## src/rtl/bus_arbiter_pkg.sv

```systemverilog
// -----------------------------------------------------------------------------
// bus_arbiter_pkg
// Shared definitions for the instruction/data bus arbiter: bus widths, the
// write-disable encoding, state and owner encodings, and the mux select type.
// No ports (package).
// -----------------------------------------------------------------------------
package bus_arbiter_pkg;

    localparam int BYTE_WEN = 4;
    localparam int ADDR_BUS = 32;
    localparam int DATA_BUS = 32;
    localparam int AXI_SIZE = 2;

    // All byte enables low means a read
    localparam logic [BYTE_WEN-1:0] WR_DISABLE = '0;

    // Debug owner codes seen on arb_owner
    localparam logic [1:0] OWNER_NONE = 2'b00;
    localparam logic [1:0] OWNER_I    = 2'b01;
    localparam logic [1:0] OWNER_D    = 2'b10;

    typedef enum logic [1:0] {
        ARB_IDLE  = 2'b00,
        ARB_OWN_I = 2'b01,
        ARB_OWN_D = 2'b10
    } arb_state_t;

    // Which master is currently routed to the downstream port
    typedef enum logic [1:0] {
        SEL_NONE = 2'b00,
        SEL_I    = 2'b01,
        SEL_D    = 2'b10
    } arb_sel_t;

    // Master that completed the most recent transaction
    typedef enum logic {
        GNT_I = 1'b0,
        GNT_D = 1'b1
    } arb_gnt_t;

    function automatic logic [1:0] owner_code(input arb_state_t s);
        case (s)
            ARB_OWN_I: owner_code = OWNER_I;
            ARB_OWN_D: owner_code = OWNER_D;
            default:   owner_code = OWNER_NONE;
        endcase
    endfunction

endpackage

```

## src/rtl/bus_arbiter_mux.sv

```systemverilog
// -----------------------------------------------------------------------------
// bus_arb_mux
// Combinational two-to-one request mux. Routes the selected master's request
// fields and pipeline stall onto the downstream bus; with no selection the
// bus is quiet (bus_en=0, bus_stall=0).
// Ports: sel (owner select), i_* (instruction request), d_* (data request),
//        bus_* (downstream request and forwarded stall).
// -----------------------------------------------------------------------------
module bus_arb_mux
    import bus_arbiter_pkg::*;
(
    input  arb_sel_t              sel,
    input  logic                  i_en,
    input  logic [ADDR_BUS-1:0]   i_addr,
    input  logic [AXI_SIZE-1:0]   i_size,
    input  logic                  i_cached,
    input  logic                  i_stall,
    input  logic                  d_en,
    input  logic [BYTE_WEN-1:0]   d_wen,
    input  logic [ADDR_BUS-1:0]   d_addr,
    input  logic [DATA_BUS-1:0]   d_wdata,
    input  logic [AXI_SIZE-1:0]   d_size,
    input  logic                  d_cached,
    input  logic                  d_stall,
    output logic                  bus_en,
    output logic [BYTE_WEN-1:0]   bus_wen,
    output logic [ADDR_BUS-1:0]   bus_addr,
    output logic [DATA_BUS-1:0]   bus_wdata,
    output logic [AXI_SIZE-1:0]   bus_size,
    output logic                  bus_cached,
    output logic                  bus_stall
);

    // The instruction side never writes, so its write fields are forced quiet
    always_comb begin
        bus_en     = 1'b0;
        bus_wen    = WR_DISABLE;
        bus_addr   = '0;
        bus_wdata  = '0;
        bus_size   = '0;
        bus_cached = 1'b0;
        bus_stall  = 1'b0;
        case (sel)
            SEL_I: begin
                bus_en     = i_en;
                bus_addr   = i_addr;
                bus_size   = i_size;
                bus_cached = i_cached;
                bus_stall  = i_stall;
            end
            SEL_D: begin
                bus_en     = d_en;
                bus_wen    = d_wen;
                bus_addr   = d_addr;
                bus_wdata  = d_wdata;
                bus_size   = d_size;
                bus_cached = d_cached;
                bus_stall  = d_stall;
            end
            default: ;
        endcase
    end

endmodule

```

## src/rtl/bus_arbiter.sv

```systemverilog
// -----------------------------------------------------------------------------
// bus_arbiter
// Merges the instruction-fetch and data-access buses onto one downstream
// bus_* port. A master is granted combinationally in IDLE (zero added
// latency) and keeps ownership until its transaction completes or it drops
// its request. Non-owners that are requesting see a stall request.
// Ports: aclk/aresetn (clock, async active-low reset), i_* / d_* master
//        requests and returned stall/read data, bus_* downstream request,
//        bus_rdata/bus_streq from downstream, arb_owner debug (00/01/10).
// Build option: BUS_ARB_RR_EN - simultaneous requests in IDLE alternate
//        against the last completed master; otherwise data has priority.
// -----------------------------------------------------------------------------
module bus_arbiter
    import bus_arbiter_pkg::*;
(
    input  logic                  aclk,
    input  logic                  aresetn,
    input  logic                  i_en,
    input  logic [ADDR_BUS-1:0]   i_addr,
    input  logic [AXI_SIZE-1:0]   i_size,
    input  logic                  i_cached,
    input  logic                  i_stall,
    output logic [DATA_BUS-1:0]   i_rdata,
    output logic                  i_streq,
    input  logic                  d_en,
    input  logic [BYTE_WEN-1:0]   d_wen,
    input  logic [ADDR_BUS-1:0]   d_addr,
    input  logic [DATA_BUS-1:0]   d_wdata,
    input  logic [AXI_SIZE-1:0]   d_size,
    input  logic                  d_cached,
    input  logic                  d_stall,
    output logic [DATA_BUS-1:0]   d_rdata,
    output logic                  d_streq,
    output logic                  bus_en,
    output logic [BYTE_WEN-1:0]   bus_wen,
    output logic [ADDR_BUS-1:0]   bus_addr,
    output logic [DATA_BUS-1:0]   bus_wdata,
    output logic [AXI_SIZE-1:0]   bus_size,
    output logic                  bus_cached,
    output logic                  bus_stall,
    input  logic [DATA_BUS-1:0]   bus_rdata,
    input  logic                  bus_streq,
    output logic [1:0]            arb_owner
);

    arb_state_t state, state_next;
    arb_gnt_t   last_gnt, last_gnt_next;
    arb_sel_t   sel;

    // State, last completed master and the debug owner code
    always_ff @(posedge aclk or negedge aresetn) begin
        if (!aresetn) begin
            state     <= ARB_IDLE;
            last_gnt  <= GNT_I;
            arb_owner <= OWNER_NONE;
        end else begin
            state     <= state_next;
            last_gnt  <= last_gnt_next;
            arb_owner <= owner_code(state_next);
        end
    end

    // Transitions look at the routed master through the mux outputs, so the
    // same code serves the IDLE winner and the current owner
    always_comb begin
        state_next    = state;
        last_gnt_next = last_gnt;
        case (state)
            ARB_IDLE: begin
                if (sel != SEL_NONE) begin
                    if (bus_streq || bus_stall) begin
                        state_next = (sel == SEL_D) ? ARB_OWN_D : ARB_OWN_I;
                    end else begin
                        last_gnt_next = (sel == SEL_D) ? GNT_D : GNT_I;
                    end
                end
            end
            ARB_OWN_I, ARB_OWN_D: begin
                if (!bus_en) begin
                    state_next = ARB_IDLE;
                end else if (!bus_streq && !bus_stall) begin
                    state_next    = ARB_IDLE;
                    last_gnt_next = (state == ARB_OWN_D) ? GNT_D : GNT_I;
                end
            end
            default: state_next = ARB_IDLE;
        endcase
    end

    // Select and stall requests: an owner always keeps the mux, even after
    // dropping its request, so the other master cannot slip in mid-cycle
    always_comb begin
        sel = SEL_NONE;
        case (state)
            ARB_OWN_I: sel = SEL_I;
            ARB_OWN_D: sel = SEL_D;
            default: begin
                if (d_en && i_en) begin
`ifdef BUS_ARB_RR_EN
                    sel = (last_gnt == GNT_D) ? SEL_I : SEL_D;
`else
                    sel = SEL_D;
`endif
                end else if (d_en) begin
                    sel = SEL_D;
                end else if (i_en) begin
                    sel = SEL_I;
                end
            end
        endcase

        i_streq = 1'b0;
        d_streq = 1'b0;
        if (i_en) begin
            i_streq = (sel == SEL_I) ? bus_streq : 1'b1;
        end
        if (d_en) begin
            d_streq = (sel == SEL_D) ? bus_streq : 1'b1;
        end
    end

    assign i_rdata = bus_rdata;
    assign d_rdata = bus_rdata;

    bus_arb_mux u_mux (
        .sel        (sel),
        .i_en       (i_en),
        .i_addr     (i_addr),
        .i_size     (i_size),
        .i_cached   (i_cached),
        .i_stall    (i_stall),
        .d_en       (d_en),
        .d_wen      (d_wen),
        .d_addr     (d_addr),
        .d_wdata    (d_wdata),
        .d_size     (d_size),
        .d_cached   (d_cached),
        .d_stall    (d_stall),
        .bus_en     (bus_en),
        .bus_wen    (bus_wen),
        .bus_addr   (bus_addr),
        .bus_wdata  (bus_wdata),
        .bus_size   (bus_size),
        .bus_cached (bus_cached),
        .bus_stall  (bus_stall)
    );

endmodule

```

## config.mk

```make
export PLATFORM = sky130hd
export DESIGN_NAME = bus_arbiter
export DESIGN_NICKNAME = d
export VERILOG_FILES = /design/src/rtl/bus_arbiter_pkg.sv /design/src/rtl/bus_arbiter_mux.sv /design/src/rtl/bus_arbiter.sv
export SDC_FILE = /design/constraint.sdc
export NUM_CORES = 1
export LEC_CHECK = 0
export CAP_MARGIN = 20
export CORE_AREA = 5 5 108 110
export DETAILED_ROUTE_END_ITERATION = 12
export DIE_AREA = 0 0 113 115
export PLACE_DENSITY_LB_ADDON = 0.08
export SYNTH_ARGS = -nofsm -noshare
export SYNTH_HDL_FRONTEND = slang
export SYNTH_SLANG_ARGS = --single-unit
export TNS_END_PERCENT = 20
```

## constraint.sdc

```tcl
create_clock -name aclk -period 3 [get_ports aclk]
set_clock_uncertainty 0.2 [all_clocks]
set_input_delay 0.6 -clock aclk [delete_from_list [all_inputs] [get_ports aclk]]
set_output_delay 0.6 -clock aclk [all_outputs]
set_load 0.03 [all_outputs]
```

==> flow_summary.toml, run 1 <==
[clocking]
clk_path_buf_depth = 2
htree_num_levels = 1
hold_buffers = 0
numClockSinks = 4
cts.reportedPaths.clkPinSlew_ns = 0.03
clock-root-buffer = "clkbuf_8"
cts_tree = "built"
clock_latency_ns = 0.21
numCtsBuffers = 3

[power]
ir_drop_mv = 0.398
power_density_nw_per_um2 = 919
p_leak_nw = 1.44
p_total_w = 0.00315

[cells_and_area]
drive_gt1_frac = 0.356
final_area_um2 = 3430
final_nets = 519
final_cell_mix = "clkdlybuf4s50_1 (112), buf_4 (81), and2_1 (35), nor2_1 (34), a22oi_1 (23)"
seqCellArea_um2 = 100
fillers = 1149
antenna_cells = 0
multiInputGateArea_um2 = 1060
area_growth_pct = 113
final_common_cell = "clkdlybuf4s50_1"

[sta]
worst_pin_slew_ns = 0.315
rsz0062_at_grt = "true"
period_share = 0.974
slew-limit-headroom = 0.789
drv_slew = 0
fmaxAchievable_mhz = 342
fin_crit_ns = 2.92
finalWorstSetupSlack_ns = 0.0774
finalHoldViolCount = 0
setup_viol = 0

[placement]
pre_cts_ws_ns = -0.108
io_buffers = 189
place_congestion = 0.801
place_area_um2 = 3170
hpwl_um = 7310

[critical_path]
max_stage_delay_ns = 0.37
critPathSlowestCell = "dfrtp_1"
cp_max_fo = 21
critPathLaunchType = "register"
r2r_end = "arb_owner[0]"
r2r-start = "state[0]"
worstPathCellList = "inv_2, ha_4, nand2b_1, o21ai_2, inv_2, ha_4, bufbuf_16, and2_1, buf_4"
path_class = "reg2out"
timing.critical_path.buf_inv = 4
cp.arrival_ns = 2.12
cp.required_ns = 2.20
r2r_slack_ns = 0.47
end_kind = "primary output"
critical-path-top-delay-family = "buffers and inverters"
rr_worst_depth = 11

[floorplanning]
design.die.area_um2 = 13000
die_h_um = 115
rows = 38
die_width_um = 113
start_util = 0.152
design.core.area_um2 = 10600
io_pins = 286

[grt]
grt_max_degree = 36
antenna_found_initial = 0
busiest_layer = "met2"
use_met1 = 0.138
grt.overflow.total = 0
grt_first_pass_wirelength_um = 13000
grtUsageMet2 = 0.241
grtUsageMet3 = 0.0405
grt_pass1_vias = 2216
grt_usage = 0.126

[routing]
drt-initial-drc-count = 80
vias = 2059
via_per_inst = 4.08
drc = 0
detail-route-antenna-nets = 0
wirelength_um = 9010
detail_route.first_pass.iterations = 4
drt-wirelength-per-cell_um = 17.8

[synthesis]
yosysTopAreaCellShare = 0.298
yosys_register_bits = 4
synth_area_leader_cell = "buf_4"
syn_nets = 386
yosys-top-cells-area = "buf_4 (30%), a22oi_1 (17%), and2_1 (14%), nor2_1 (9.1%), dfrtp_1 (6.2%)"
seq_area_frac_synth = 0.0622
synth_cell_type_count = 25
synth.cell_area_um2 = 1610
postSynthAreaPerCell_um2 = 6.88
yosysWarnings = 0
syn_inst = 234

[hold_path]
hold_path_class = "in2async"

[outcome]
status = "finished, final reports clean"

[flow_run]
maxCapViolations = 0
-- layer usage --
| metal | wire (µm) | vias to the layer above |
|---|---|---|
| li1 | - | 987 |
| met1 | 3320 | 919 |
| met2 | 4700 | 138 |
| met3 | 894 | 15 |
| met4 | 87 | 0 |
| met5 | 0 | - |
-- stage by stage --
step	instances	hold WS [ns]	utilization	TNS, ns
6_report	505	0.399	0.323	0
5_1_grt	505	0.403	0.323	-0.275
4_1_cts	503	0.396	0.317	0
3_5_place_dp	497	0.622	0.299	-1.16
3_3_place_gp	497	0.618	0.299	-1.45
2_1_floorplan	234	0.104	-	-1.41
-- sequential cells by signal, indices dropped and copies added, names as in the netlist --
register and cells:
state 2, arb_owner 2
-- final cells by class --
| class | count | share of cell area |
|---|---|---|
| tap | 140 | 0.0511 |
| sequential | 4 | 0.0292 |
| inverter | 6 | 0.00657 |
| multi-input combinational | 144 | 0.308 |
| timing repair buffer | 208 | 0.593 |
| clock buffer | 3 | 0.0120 |
-- cell usage after synthesis --
cell	instances
nand3b_1	4
nand3_1	2
o22ai_1	2
inv_1	6
buf_4	64
o21ai_1	2
and2_1	36
nor2_1	39
a22oi_1	36
dfrtp_1	4
nand2_1	1
buf_6	1
a21boi_0	2
mux2i_1	1
buf_1	2
a21oi_2	2
a22oi_2	1
nor3b_2	2
nand2b_1	2
o211ai_1	2
a22o_2	1
nand4b_1	2
clkbuf_1	6
ha_1	7
buf_2	7
-- worst max-delay path by stage --
| stage | slack (ns) | cells past startpoint | to | start |
|---|---|---|---|---|
| 4_1_cts | 0.02 | 9 | bus_wdata[27] | state[0] |
| 3_5_place_dp | -0.11 | 8 | bus_addr[5] | i_en |
| 6_report | 0.08 | 9 | bus_wdata[7] | state[0] |
| 2_1_floorplan | -0.07 | 9 | d_streq | state[0] |
| 3_3_place_gp | -0.11 | 8 | bus_addr[0] | i_en |
| 5_1_grt | -0.02 | 10 | bus_addr[18] | state[0] |
-- report_power, final --
group / leakage [nW] / internal [W] / switching, W / total [W]
logic: 1.36 / 0.00131 / 0.00164 / 0.00295
clock network: 0.0216 / 0.0000854 / 0.0000258 / 0.000111
registers: 0.0526 / 0.0000770 / 0.00000987 / 0.0000869
total: 1.44 / 0.00147 / 0.00167 / 0.00315
-- what timing repair did --
item                       CTS  global route
setup endpoints to repair   37            55
buffers inserted             1             1
pin swaps                    2             3
gates cloned                 2             1
gates resized for setup     19             9
-- kinds of logic (layout without fill, tap and decap cells) --
group | after synthesis | count (layout) | share of synthesized area
AOI/OAI and AO/OA | 48 | 48 | 0.225
adders and majority gates | 7 | 7 | 0.0544
buffers and inverters | 86 | 217 | 0.360
DFF | 4 | 4 | 0.0622
muxes | 1 | 1 | 0.00622
and+or+nand+nor | 88 | 88 | 0.292
Note: power is estimated with default switching activity, not from simulation.
==> run 2, diff against run 1 <==
- ABC_AREA: not set -> 1
==> run 2 against run 1 <==
Against the previous run: utilization is 2.6 points higher; largest power group unchanged; fmax is 1.5% lower; critical path type unchanged; cell count is 18% higher.
==> flow_summary.toml, run 2 <==
[routing]
detail-route-antenna-nets = 0
vias = 2275
drt-initial-drc-count = 72
drt-wirelength-per-cell_um = 14.0
drc = 0
wirelength_um = 8330
detail_route.first_pass.iterations = 4
via_per_inst = 3.82

[floorplanning]
die_width_um = 113
design.die.area_um2 = 13000
rows = 38
design.core.area_um2 = 10600
start_util = 0.158
io_pins = 286
die_h_um = 115

[critical_path]
worstPathCellList = "inv_2, ha_4, buf_6, o21a_4, inv_2, ha_4, buf_12, buf_12, nand2_1, a21oi_2, buf_6"
cp_max_fo = 8
end_kind = "primary output"
r2r-start = "state[0]"
max_stage_delay_ns = 0.38
critPathLaunchType = "register"
critPathSlowestCell = "dfrtp_1"
path_class = "reg2out"
crit_start = "state[0]"
cp.required_ns = 2.20
cp.arrival_ns = 2.17

[grt]
grt.overflow.total = 0
grt_max_degree = 35
grtUsageMet2 = 0.212
use_met1 = 0.116
grt_usage = 0.111
grtUsageMet3 = 0.0400
busiest_layer = "met2"
grt_first_pass_wirelength_um = 11800
grt_pass1_vias = 2277
antenna_found_initial = 0

[sta]
fin_tns_setup_ns = 0
drv_slew = 0
setup_viol = 0
fmaxAchievable_mhz = 337
slew-limit-headroom = 0.774
rsz0062_at_grt = "true"
period_share = 0.989
worst_pin_slew_ns = 0.338
finalHoldViolCount = 0
finalWorstSetupSlack_ns = 0.0318
fin_crit_ns = 2.97

[cells_and_area]
final_nets = 609
drive_gt1_frac = 0.341
fillers = 1151
final_cell_mix = "clkdlybuf4s50_1 (112), nand2_1 (111), buf_4 (70), inv_1 (44), a21oi_2 (21)"
fin_util = 0.350
area_growth_pct = 122
reg.largest.list = "arb_owner x2, state x2"
layout.cells.non_filler = 595
antenna_cells = 0
final_common_cell = "clkdlybuf4s50_1"

[synthesis]
syn_inst = 312
yosys_register_bits = 4
synth_ff_type = "dfrtp_1"
yosysWarnings = 0
synth.most_common_cell = "nand2_1"
synth_area_leader_cell = "buf_4"
synth_edf_count = 0
postSynthAreaPerCell_um2 = 5.36
synth.cell_area_um2 = 1670
async_reset_ff_frac = 1.00
seq_area_frac_synth = 0.0599
yosys-top-cells-count = "nand2_1 (119), buf_4 (64), inv_1 (50), a21oi_1 (37), buf_2 (9)"
yosysTopAreaCellShare = 0.287
syn_nets = 464
yosys-top-cells-area = "buf_4 (29%), nand2_1 (27%), inv_1 (11%), a21oi_1 (11%), dfrtp_1 (6.0%)"
synth_cell_type_count = 18

[flow_run]
maxCapViolations = 0

[outcome]
status = "finished, final reports clean"

[placement]
io_buffers = 189
place_congestion = 0.839
dp_cells = 581
hpwl_um = 6690
pre_cts_ws_ns = -0.217

[power]
p_leak_nw = 1.88
power_density_nw_per_um2 = 1160
ir_drop_mv = 0.609
p_total_w = 0.00431

[clocking]
hold_buffers = 0
clock_latency_ns = 0.21
clock-root-buffer = "clkbuf_8"
cts_tree = "built"
numClockSinks = 4
clk_path_buf_depth = 2
cts.reportedPaths.clkPinSlew_ns = 0.03
htree_num_levels = 1
numCtsBuffers = 3

[hold_path]
hold_path_class = "in2async"
## run 2: changes by cell type in the layout (fill, tap and decap cells not counted), moves of 11 or more
cell     change
nand2_1    +110
inv_1       +41
and2_1      -35
nor2_1      -32
a22oi_1     -23
a21oi_2     +19
buf_6       +19
a21oi_1     +16
a22oi_2     -14
buf_4       -11
## run 2: final timing paths
kind	end	depth (start not counted)	slack, ns
setup / recovery	bus_addr[27]	11	0.03
hold / removal	arb_owner[0]	1	0.39
setup reg to reg	arb_owner[0]	20	0.22
hold reg to reg	arb_owner[0]	4	0.54
max in group asynchronous	state[0]	1	2.03
min in group aclk	arb_owner[0]	4	0.54
## run 2: layout make-up
| cell class | instances | area [µm²] | share of cell area |
|---|---|---|---|
| timing repair buffer | 220 | 2240 | 0.604 |
| multi-input combinational | 177 | 961 | 0.259 |
| inverter | 51 | 191 | 0.0516 |
| tap | 140 | 175 | 0.0472 |
| sequential | 4 | 100 | 0.0270 |
| clock buffer | 3 | 41.3 | 0.0111 |
## run 2: logic make-up (layout without fill, tap and decap cells)
| family | Yosys count | after routing | share of synthesized area |
|---|---|---|---|
| buffers and inverters | 131 | 274 | 0.454 |
| AOI/OAI and AO/OA | 41 | 41 | 0.131 |
| adders and majority gates | 7 | 7 | 0.0524 |
| and+or+nand+nor | 129 | 129 | 0.303 |
| DFF | 4 | 4 | 0.0599 |
## run 2: metrics by stage
step	hold WS, ns	area [µm²]
2_1_floorplan	0.104	1670
3_3_place_gp	0.500	3290
3_5_place_dp	0.508	3290
4_1_cts	0.397	3470
5_1_grt	0.403	3710
6_report	0.392	3710
## run 2: layer usage
metal	vias up	part of all wire
met5	-	0
met2	134	0.53
met3	17	0.11
met1	977	0.35
li1	1147	-
met4	0	0.013
## run 2: where the power goes
group	internal, W	switching [W]
Sequential	0.0000740	0.00000795
Combinational	0.00179	0.00233
Clock	0.0000854	0.0000264
Total	0.00195	0.00237
## run 2: timing repair
item	CTS	global route
pin swaps	6	14
setup endpoints to repair	75	41
buffers inserted	3	5
gates cloned	2	1
gates resized for setup	19	47
## run 2: worst max-delay path, delay by kind of cell, from the launching register on
kind                       cells  cell delay (ns)
buffers and inverters          6             0.70
adders and majority gates      2             0.44
DFF                            1             0.38
AOI/OAI and AO/OA              2             0.36
and+or+nand+nor                1             0.07
==> run 3, diff against run 2 <==
- CORE_AREA: 5 5 108 110 -> 10 10 104 106
- CTS_CLUSTER_DIAMETER: not set -> 200
- DIE_AREA: 0 0 113 115 -> 0 0 114 116
==> run 3 against run 2 <==
Against the previous run: clock-buffer cell count stayed put; register-to-register slack better by 0.24 ns; global-route usage is 0.77 points higher; via count is 1.6% higher.
==> flow_summary.toml, run 3 (synthesis results as in run 2) <==
[outcome]
status = "finished, final reports clean"

[power]
ir_drop_mv = 0.587
sw_frac_of_total = 0.534
p_total_w = 0.00442
seq_power_share = 0.019
internal_power_w = 0.00206
power_density_nw_per_um2 = 1190
p_leak_nw = 1.91
combPwrFrac = 0.957
netSwitchingPower_w = 0.00236
pwr-share-clk = 0.025

[cells_and_area]
drive_gt1_frac = 0.328
area_growth_pct = 122
fillers = 887
final_cell_mix = "nand2_1 (112), clkdlybuf4s50_1 (112), buf_4 (84), inv_1 (45), a21oi_1 (25)"
seqCellArea_um2 = 100
final_nets = 614
reg.largest.list = "arb_owner x2, state x2"
fin_util = 0.427
layout.cells.non_filler = 569
multiInputGateArea_um2 = 943

[critical_path]
max_stage_delay_ns = 0.38
cp_max_fo = 8
cp.required_ns = 2.20
worstPathCellList = "inv_2, ha_4, buf_6, o21a_4, ha_4, buf_12, buf_4, buf_16, nand2_1, a21oi_2, buf_4"
r2r_end = "arb_owner[0]"
critPathSlowestCell = "dfrtp_1"
cp.arrival_ns = 2.10
path_class = "reg2out"
end_kind = "primary output"
critPathLaunchType = "register"
r2r_slack_ns = 0.46
r2r-start = "state[1]"
rr_worst_depth = 19

[floorplanning]
start_util = 0.193
design.core.area_um2 = 8680
die_h_um = 116
io_pins = 286
design.die.area_um2 = 13200
rows = 34
die_width_um = 114

[placement]
hpwl_um = 7160
io_buffers = 189
dp_cells = 546
place_congestion = 0.739

[clocking]
clock_latency_ns = 0.21
numCtsBuffers = 3
htree_num_levels = 1
hold_buffers = 0
numClockSinks = 4
cts_tree = "built"
cts.reportedPaths.clkPinSlew_ns = 0.03
clk_path_buf_depth = 2
clock-root-buffer = "clkbuf_8"

[sta]
fin_crit_ns = 2.90
rsz0062_at_grt = "false"
worst_pin_slew_ns = 0.327
slew-limit-headroom = 0.781
period_share = 0.968
drv_slew = 0
fmaxAchievable_mhz = 344
finalHoldViolCount = 0
setup_viol = 0

[grt]
antenna_found_initial = 1
grt_first_pass_wirelength_um = 12800
grt.overflow.total = 0
grt_usage = 0.118
grt_max_degree = 34
grt_pass1_vias = 2355

[routing]
detail-route-antenna-nets = 0
via_per_inst = 4.06
wirelength_um = 8990
detail_route.first_pass.iterations = 5
vias = 2311
drt-wirelength-per-cell_um = 15.8
drt-initial-drc-count = 98
drc = 0

[flow_run]
maxCapViolations = 0

[hold_path]
hold_path_class = "in2async"
run 3: cell count changes in the layout (fill, tap and decap cells not counted), moves of 2 or more:
| cell | delta |
|---|---|
| buf_4 | +14 |
| buf_6 | -13 |
| a21oi_2 | -10 |
| a21oi_1 | +9 |
| buf_8 | +2 |
| clkbuf_16 | +2 |
run 3: critical path: cells and delay by family (launching register included):
| kind | cells | cell delay (ns) |
|---|---|---|
| compound gates | 2 | 0.28 |
| flops | 1 | 0.38 |
| buf+inv | 6 | 0.77 |
| simple gates | 1 | 0.07 |
| fa+ha+maj | 2 | 0.39 |
run 3: power by group through the flow:
stage / sequential, W / clock, W / combinational, W
after global placement: 0.0000814 / 0 / 0.00339
after global routing: 0.0000837 / 0.000117 / 0.00456
after CTS: 0.0000820 / 0.000114 / 0.00390
final: 0.0000825 / 0.000110 / 0.00423
after detailed placement: 0.0000813 / 0 / 0.00336
after floorplan: 0.000101 / 0 / 0.00210
run 3: layout make-up:
type	instances	share of cell area
timing repair buffer	225	0.618
multi-input combinational	177	0.255
inverter	51	0.0517
tap	108	0.0365
sequential	4	0.0270
clock buffer	3	0.0111
antenna	1	0.000676
run 3: how the worst max path moves through the flow:
stage | from | slack (ns) | cells after the start | end
final | state[1] | 0.1 | 11 | bus_addr[2]
after global routing | state[1] | 0.0002 | 11 | bus_addr[2]
after CTS | state[0] | 0.01 | 11 | bus_addr[19]
after detailed placement | i_en | -0.16 | 10 | bus_addr[7]
after global placement | i_en | -0.17 | 10 | bus_addr[1]
after floorplan | state[0] | -0.11 | 9 | bus_addr[0]
run 3: per-stage QoR:
step / hold slack, ns / setup WS [ns] / area [µm²] / setup TNS (ns)
after detailed placement: 0.525 / -0.163 / 3160 / -4.86
after global placement: 0.520 / -0.169 / 3160 / -5.08
after CTS: 0.392 / 0.0135 / 3450 / 0
after global routing: 0.401 / 0.000247 / 3700 / 0
after floorplan: 0.104 / -0.105 / 1670 / -3.34
final: 0.388 / 0.0971 / 3700 / 0
run 3: metal layers:
| layer | GRT usage | vias up | part of all wire |
|---|---|---|---|
| li1 | - | 1159 | - |
| met1 | 0.116 | 972 | 0.35 |
| met2 | 0.203 | 139 | 0.48 |
| met3 | 0.0729 | 41 | 0.14 |
| met4 | 0.0393 | 0 | 0.032 |
| met5 | 0 | - | 0 |
run 3: what timing repair did:
action,CTS,global route
pin swaps,20,9
cloned,3,3
gates resized for setup,25,33
endpoints found under the setup margin,74,50
setup buffers,6,8
